[src/rtl/uart_tx_serializer_if.sv]
`default_nettype none
// ============================================================================
// Module   : uart_tx_serializer_if
// Purpose  : Byte-stream handshake between the UART buffer controller
//            (master) and the UART transmit serializer (slave), plus the
//            serializer's line and frame status outputs.
// Signals  : send       master->slave  byte strobe
//            data[7:0]  master->slave  byte to send, valid with send
//            ready      slave->master  1 = serializer idle, send accepted
//            tx         slave->master  serial line, idle high, LSB first
//            frame_done slave->master  pulse on last cycle of final stop bit
// Revision : 1.0  initial release
// ============================================================================
interface uart_tx_serializer_if;
  logic       send;
  logic [7:0] data;
  logic       ready;
  logic       tx;
  logic       frame_done;

  modport master (output send, data, input ready, tx, frame_done);
  modport slave  (input send, data, output ready, tx, frame_done);
endinterface
`default_nettype wire

[src/rtl/uart_tx_serializer.sv]
`default_nettype none
// ============================================================================
// Module   : uart_tx_serializer
// Purpose  : 8N1 / 8N2 UART transmitter. Accepts one byte per send strobe
//            while ready=1 and shifts it out start bit, 8 data bits LSB
//            first, then STOP_BITS stop bits, each CLKS_PER_BIT clocks long.
// Ports    : clk   system clock, rising edge
//            rst   synchronous reset, active-high
//            bus   uart_tx_serializer_if.slave (send, data, ready, tx,
//                  frame_done); all outputs are registered
// Params   : CLKS_PER_BIT  clocks per bit, >= 2
//            STOP_BITS     1 or 2
// Revision : 1.0  initial release
// ============================================================================
module uart_tx_serializer #(
  parameter int CLKS_PER_BIT = 10417,
  parameter int STOP_BITS    = 1
) (
  input  wire logic           clk,
  input  wire logic           rst,
  uart_tx_serializer_if.slave bus
);

  localparam int              c_cw           = (CLKS_PER_BIT > 1) ? $clog2(CLKS_PER_BIT) : 1;
  localparam logic [c_cw-1:0] c_baud_last    = c_cw'(CLKS_PER_BIT - 1);
  localparam logic [c_cw-1:0] c_baud_prelast = c_cw'(CLKS_PER_BIT - 2);
  localparam logic [2:0]      c_stop_last    = 3'(STOP_BITS - 1);

  typedef enum logic [1:0] {
    S_IDLE  = 2'd0,
    S_START = 2'd1,
    S_DATA  = 2'd2,
    S_STOP  = 2'd3
  } state_t;

  state_t          r_state, w_state_n;
  logic [c_cw-1:0] r_baud,  w_baud_n;
  logic [2:0]      r_bit,   w_bit_n;    // data bit index, reused as stop-bit index
  logic [7:0]      r_shift, w_shift_n;
  logic            r_tx,    w_tx_n;
  logic            r_ready, w_ready_n;
  logic            r_done,  w_done_n;
  logic            w_wrap;

  assign w_wrap = (r_baud == c_baud_last);

  // Outputs are registered: every w_*_n below is the value the line will
  // carry during the cycle after the coming edge.
  always_comb begin
    w_state_n = r_state;
    w_baud_n  = r_baud;
    w_bit_n   = r_bit;
    w_shift_n = r_shift;
    w_tx_n    = r_tx;
    w_ready_n = r_ready;
    w_done_n  = 1'b0;
    case (r_state)
      S_IDLE: begin
        if (bus.send) begin
          w_state_n = S_START;
          w_shift_n = bus.data;
          w_baud_n  = '0;
          w_bit_n   = '0;
          w_tx_n    = 1'b0;
          w_ready_n = 1'b0;
        end
      end
      S_START: begin
        if (w_wrap) begin
          w_state_n = S_DATA;
          w_baud_n  = '0;
          w_tx_n    = r_shift[0];
        end else begin
          w_baud_n  = r_baud + 1'b1;
        end
      end
      S_DATA: begin
        if (w_wrap) begin
          w_baud_n = '0;
          if (r_bit == 3'd7) begin
            w_state_n = S_STOP;
            w_bit_n   = '0;
            w_tx_n    = 1'b1;
          end else begin
            w_bit_n   = r_bit + 1'b1;
            w_shift_n = {1'b0, r_shift[7:1]};
            // next bit on the line is the one that lands in shift[0]
            w_tx_n    = r_shift[1];
          end
        end else begin
          w_baud_n = r_baud + 1'b1;
        end
      end
      S_STOP: begin
        if (w_wrap) begin
          w_baud_n = '0;
          if (r_bit == c_stop_last) begin
            w_state_n = S_IDLE;
            w_bit_n   = '0;
            w_ready_n = 1'b1;
          end else begin
            w_bit_n   = r_bit + 1'b1;
          end
        end else begin
          w_baud_n = r_baud + 1'b1;
          // registered pulse: raise one cycle early so it shows on the
          // final cycle of the last stop bit
          w_done_n = (r_baud == c_baud_prelast) && (r_bit == c_stop_last);
        end
      end
      default: begin
        w_state_n = S_IDLE;
        w_tx_n    = 1'b1;
        w_ready_n = 1'b1;
      end
    endcase
  end

  always_ff @(posedge clk) begin
    if (rst) begin
      r_state <= S_IDLE;
      r_baud  <= '0;
      r_bit   <= '0;
      r_shift <= '0;
      r_tx    <= 1'b1;
      r_ready <= 1'b1;
      r_done  <= 1'b0;
    end else begin
      r_state <= w_state_n;
      r_baud  <= w_baud_n;
      r_bit   <= w_bit_n;
      r_shift <= w_shift_n;
      r_tx    <= w_tx_n;
      r_ready <= w_ready_n;
      r_done  <= w_done_n;
    end
  end

  assign bus.tx         = r_tx;
  assign bus.ready      = r_ready;
  assign bus.frame_done = r_done;

endmodule
`default_nettype wire

[src/flat_wrapper.sv]
// flat-port wrapper written by rule: the top's interface ports become plain ports
module uart_tx_serializer_flat 
#(
  parameter int CLKS_PER_BIT = 10417,
  parameter int STOP_BITS    = 1
)
  (clk, rst, bus_send, bus_data, bus_ready, bus_tx, bus_frame_done);
  uart_tx_serializer_if bus_i ();
  input  wire logic clk;
  input  wire logic rst;
  input wire logic [$bits(bus_i.send)-1:0] bus_send;
  input wire logic [$bits(bus_i.data)-1:0] bus_data;
  output wire logic [$bits(bus_i.ready)-1:0] bus_ready;
  output wire logic [$bits(bus_i.tx)-1:0] bus_tx;
  output wire logic [$bits(bus_i.frame_done)-1:0] bus_frame_done;
  assign bus_i.send = bus_send;
  assign bus_i.data = bus_data;
  assign bus_ready = bus_i.ready;
  assign bus_tx = bus_i.tx;
  assign bus_frame_done = bus_i.frame_done;
  uart_tx_serializer #(.CLKS_PER_BIT(CLKS_PER_BIT), .STOP_BITS(STOP_BITS)) u_core (.clk(clk), .rst(rst), .bus(bus_i));
endmodule
[config.mk]
export PLATFORM = sky130hd
export DESIGN_NAME = uart_tx_serializer_flat
export DESIGN_NICKNAME = d
export VERILOG_FILES = /design/src/rtl/uart_tx_serializer_if.sv /design/src/rtl/uart_tx_serializer.sv /design/src/flat_wrapper.sv
export SDC_FILE = /design/constraint.sdc
export NUM_CORES = 1
export LEC_CHECK = 0
export BUFFER_PORTS_ARGS = -buffer_cell sky130_fd_sc_hd__buf_2
export CORE_MARGIN = 8
export CORE_UTILIZATION = 59
export DETAILED_ROUTE_END_ITERATION = 7
export GPL_ROUTABILITY_DRIVEN = 0
export PLACE_DENSITY = 0.79
export SLEW_MARGIN = 10
export SYNTH_ARGS = -nofsm -noshare
export SYNTH_HDL_FRONTEND = slang
export SYNTH_SLANG_ARGS = --single-unit
[constraint.sdc]
create_clock -name clk -period 2.5 [get_ports clk]
set_clock_uncertainty 0.1 [all_clocks]
set_input_delay 0.375 -clock clk [delete_from_list [all_inputs] [get_ports clk]]
set_output_delay 0.375 -clock clk [all_outputs]
set_load 0.01 [all_outputs]
==> impl_metrics.prom <==
# TYPE chip_impl_metric gauge
chip_impl_metric{name="synth-seq-cells",unit=""} 30
chip_impl_metric{name="synth_seq_area_share",unit=""} 0.351
chip_impl_info{name="endpoint_kind",value="flip-flop"} 1
chip_impl_info{name="cts_root_buf",value="sky130_fd_sc_hd__clkbuf_4"} 1
chip_impl_metric{name="max_freq",unit="MHz"} 425
chip_impl_info{name="post-synth-top-area-cell",value="sky130_fd_sc_hd__dfxtp_1"} 1
chip_impl_metric{name="non_filler_instance_count_after_layout",unit=""} 247
chip_impl_metric{name="clk-insertion-delay-late",unit="ns"} 0.34
chip_impl_metric{name="timing.final.hold_violations",unit=""} 0
chip_impl_metric{name="cell_depth_of_the_worst_min_delay_path",unit=""} 2
chip_impl_metric{name="finalNetCount",unit=""} 237
chip_impl_metric{name="rows",unit=""} 19
chip_impl_metric{name="syn-cell-area",unit="sq um"} 1710
chip_impl_metric{name="max_stage_delay",unit="ns"} 0.53
chip_impl_metric{name="drt.antenna.violating_nets",unit=""} 0
chip_impl_metric{name="drt_iter0_drc",unit=""} 159
chip_impl_metric{name="layout_min_cycle_time",unit="ns"} 2.35
chip_impl_info{name="tritoncts",value="done"} 1
chip_impl_metric{name="cts-hold-fix-buffers",unit=""} 0
chip_impl_metric{name="post-route-drc-count",unit=""} 0
chip_impl_metric{name="tightest_slew",unit="ns"} 0.582
chip_impl_metric{name="drv.max_cap_violation_count",unit=""} 0
chip_impl_info{name="setup.worst_path.class",value="reg -> reg"} 1
chip_impl_metric{name="grt-ovfl-total",unit=""} 0
chip_impl_metric{name="grt_usage",unit=""} 0.162
chip_impl_metric{name="power.density_cell_area",unit="nW/um^2"} 1010
chip_impl_metric{name="area_of_the_die",unit="sq um"} 4880
chip_impl_metric{name="yosysWarnings",unit=""} 0
chip_impl_metric{name="number_of_levels_in_the_clock_h_tree",unit=""} 2
chip_impl_metric{name="data_arrival_at_the_endpoint_of_the_critical_path",unit="ns"} 2.48
chip_impl_metric{name="fp.dieH",unit="um"} 69.9
chip_impl_metric{name="grt_pass1_vias",unit=""} 1471
chip_impl_metric{name="vias",unit=""} 1588
chip_impl_metric{name="cell_area_after_layout",unit="sq um"} 1910
chip_impl_metric{name="cts-buffers-inserted",unit=""} 5
chip_impl_metric{name="ios",unit=""} 14
chip_impl_info{name="classification_of_the_worst_slack_hold_path",value="in -> reg"} 1
chip_impl_metric{name="final_number_of_setup_violating_endpoints",unit=""} 0
chip_impl_info{name="setup.worst_path.start_class",value="flip-flop"} 1
chip_impl_metric{name="route.detailed.wl_per_inst",unit="um"} 15.9
chip_impl_metric{name="postLayoutCoreUtil",unit=""} 0.692
chip_impl_info{name="setup_repair_after_global_routing_missed_its_margin",value="no"} 1
chip_impl_metric{name="routed_via_density",unit=""} 6.43
chip_impl_metric{name="synth_enable_flop_cells",unit=""} 0
chip_impl_metric{name="critPathMaxFanout",unit=""} 8
chip_impl_metric{name="placedCellCount",unit=""} 239
chip_impl_metric{name="die_w",unit="um"} 69.9
chip_impl_metric{name="grt_antenna_before_repair",unit=""} 0
chip_impl_metric{name="yosysUniqueCellTypes",unit=""} 44
chip_impl_metric{name="wirelength",unit="um"} 3940
chip_impl_metric{name="cts.clk_slew.worst_paths",unit="ns"} 0.09
chip_impl_info{name="worst_path_max_delay_cell",value="sky130_fd_sc_hd__or4_4"} 1
chip_impl_metric{name="largest_net_degree_at_the_start_of_global_routing",unit=""} 30
chip_impl_metric{name="period_share",unit=""} 0.940
chip_impl_metric{name="r2r.worst_path.cells",unit=""} 8
chip_impl_metric{name="critPathRequiredTime",unit="ns"} 2.63
chip_impl_metric{name="hold_ws",unit="ns"} 0.192
chip_impl_info{name="timing.critical_path.max_delay_family",value="simple AND/OR/NAND/NOR gates"} 1
chip_impl_info{name="postSynth.topFlopCell",value="sky130_fd_sc_hd__dfxtp_1"} 1
chip_impl_metric{name="syn_inst",unit=""} 196
chip_impl_metric{name="layout-drive-gt1-share",unit=""} 0.171
chip_impl_metric{name="post-synth-top-area-fraction",unit=""} 0.351
chip_impl_metric{name="drt_pass1_iterations",unit=""} 5
chip_impl_metric{name="number_of_cells_on_the_critical_path",unit=""} 8
chip_impl_metric{name="max-clock-path-buffers",unit=""} 2
chip_impl_metric{name="hpwlAfterDp",unit="um"} 2770
chip_impl_info{name="run_status",value="finished, final reports clean"} 1
chip_impl_metric{name="avgSynthCellArea",unit="sq um"} 8.74
chip_impl_metric{name="final.setup.tns",unit="ns"} 0
chip_impl_metric{name="slew-limit-headroom",unit=""} 0.612
chip_impl_metric{name="tritoncts_num_sinks",unit=""} 30
chip_impl_metric{name="area_growth_syn_to_layout",unit="%"} 11.4
chip_impl_metric{name="p_leak",unit="uW"} 0.000713
chip_impl_metric{name="worstPathBufferInverterCount",unit=""} 2
chip_impl_metric{name="grt_pass1_wl",unit="um"} 6600
chip_impl_metric{name="placeableCoreArea",unit="sq um"} 2760
chip_impl_metric{name="io_buffers",unit=""} 13
chip_impl_metric{name="antennaDiodeCount",unit=""} 0
chip_impl_metric{name="synth.net_count",unit=""} 218
chip_impl_info{name="crit_path_cell_trace",value="inv_1 -> ha_1 -> nand4bb_4 -> or4_4 -> a221oi_4 -> buf_4 -> nor2_1 -> a211oi_1"} 1
chip_impl_metric{name="initial_core_util",unit=""} 0.621
chip_impl_metric{name="synthArstFlopShare",unit=""} 0
chip_impl_metric{name="final-max-slew-violation-count",unit=""} 0
chip_impl_metric{name="max-vdd-ir-drop",unit="mV"} 1.01
chip_impl_info{name="post_synth_main_area_contributors",value="sky130_fd_sc_hd__dfxtp_1 35%, sky130_fd_sc_hd__ha_1 8.0%, sky130_fd_sc_hd__nor2_1 5.7%, sky130_fd_sc_hd__mux2i_1 5.3%, sky130_fd_sc_hd__a311oi_1 4.1%"} 1
chip_impl_metric{name="postPlaceCellArea",unit="sq um"} 1830
-- cells by family after synthesis --
logic type / synth area share
adders and majority gates: 0.0803
DFF: 0.351
buffers and inverters: 0.0526
muxes: 0.0526
AOI/OAI and AO/OA: 0.248
and+or+nand+nor: 0.215
-- report_power, final --
| group | switching, uW | internal (uW) | leakage (uW) |
|---|---|---|---|
| registers | 69.3 | 571 | 0.000245 |
| clock network | 169 | 136 | 0.0000353 |
| logic | 582 | 392 | 0.000433 |
| total | 820 | 1100 | 0.000713 |
-- per-stage QoR --
| step | power, uW | worst slack [ns] |
|---|---|---|
| 3_3_place_gp | 1540 | 0.247 |
| 3_5_place_dp | 1590 | 0.183 |
| 6_report | 1920 | 0.149 |
| 2_1_floorplan | 1360 | 0.305 |
| 5_1_grt | 2070 | 0.0277 |
| 4_1_cts | 1900 | 0.126 |
-- cells in the mapped netlist, types with 3 or more instances --
library cell,number
sky130_fd_sc_hd__a311oi_1,8
sky130_fd_sc_hd__a21oi_1,10
sky130_fd_sc_hd__mux2i_1,9
sky130_fd_sc_hd__a211oi_2,3
sky130_fd_sc_hd__a31oi_1,6
sky130_fd_sc_hd__nand2_1,16
sky130_fd_sc_hd__inv_1,12
sky130_fd_sc_hd__nor2_1,26
sky130_fd_sc_hd__nand3_1,5
sky130_fd_sc_hd__clkbuf_1,6
sky130_fd_sc_hd__nand2b_1,3
sky130_fd_sc_hd__a211oi_1,6
sky130_fd_sc_hd__o21ai_0,8
sky130_fd_sc_hd__ha_1,11
sky130_fd_sc_hd__dfxtp_1,30
sky130_fd_sc_hd__o41ai_1,3
-- registers in the layout (all words and copies together) (netlist names) --
| name | count |
|---|---|
| u_core.bus.frame_done | 1 |
| u_core.bus.ready | 1 |
| u_core.bus.tx | 1 |
| u_core.r_baud | 14 |
| u_core.r_bit | 3 |
| u_core.r_shift | 8 |
| u_core.r_state | 2 |
-- final timing paths --
path                          from                 to  slack, ns
hold / removal         bus_data[7]  u_core.r_shift[7]       0.19
hold reg to reg    u_core.r_bit[1]    u_core.r_bit[1]       0.39
setup / recovery  u_core.r_baud[0]  u_core.r_shift[1]       0.15
setup reg to reg  u_core.r_baud[0]  u_core.r_shift[1]       0.15
-- final cells by class --
class	count	area [sq um]
Multi-Input combinational cell	145	1040
Timing Repair Buffer	21	125
Sequential cell	30	601
Tap cell	31	38.8
Inverter	12	45.0
Clock buffer	7	55.1
Fill cell	223	850
Clock inverter	1	5.00
-- cell usage in the layout (no fill, tap or decap), types with 2 or more instances in the layout --
cell	netlist	layout
sky130_fd_sc_hd__dfxtp_1	30	30
sky130_fd_sc_hd__nor2_1	26	26
sky130_fd_sc_hd__nand2_1	16	16
sky130_fd_sc_hd__buf_2	0	13
sky130_fd_sc_hd__inv_1	12	12
sky130_fd_sc_hd__ha_1	11	11
sky130_fd_sc_hd__a21oi_1	10	10
sky130_fd_sc_hd__mux2i_1	9	9
sky130_fd_sc_hd__o21ai_0	8	8
sky130_fd_sc_hd__a311oi_1	8	8
sky130_fd_sc_hd__buf_4	1	8
sky130_fd_sc_hd__a31oi_1	6	6
sky130_fd_sc_hd__a211oi_1	6	6
sky130_fd_sc_hd__nand3_1	5	5
sky130_fd_sc_hd__clkbuf_4	0	5
sky130_fd_sc_hd__o41ai_1	3	3
sky130_fd_sc_hd__nand2b_1	3	3
sky130_fd_sc_hd__a211oi_2	3	3
sky130_fd_sc_hd__nand4bb_4	1	2
sky130_fd_sc_hd__nor3b_1	2	2
sky130_fd_sc_hd__and3_1	2	2
sky130_fd_sc_hd__a41oi_1	2	2
sky130_fd_sc_hd__nand4_1	2	2
sky130_fd_sc_hd__nor3_1	2	2
-- repair_timing --
action                                 in CTS  in global routing
buffers inserted                            0                  0
endpoints found under the hold margin       0                  0
gates resized for setup                     0                  1
setup endpoints to repair                   0                  1
-- metal layers --
metal  global-route usage  vias to the layer above  routed length, um
li1                     -                      766                  -
met1                0.192                      760               1770
met2                0.265                       52               1840
met3               0.0410                       10                247
met4               0.0781                        0                 87
met5                    0                        -                  0
Note: power is estimated with default switching activity, not from simulation.
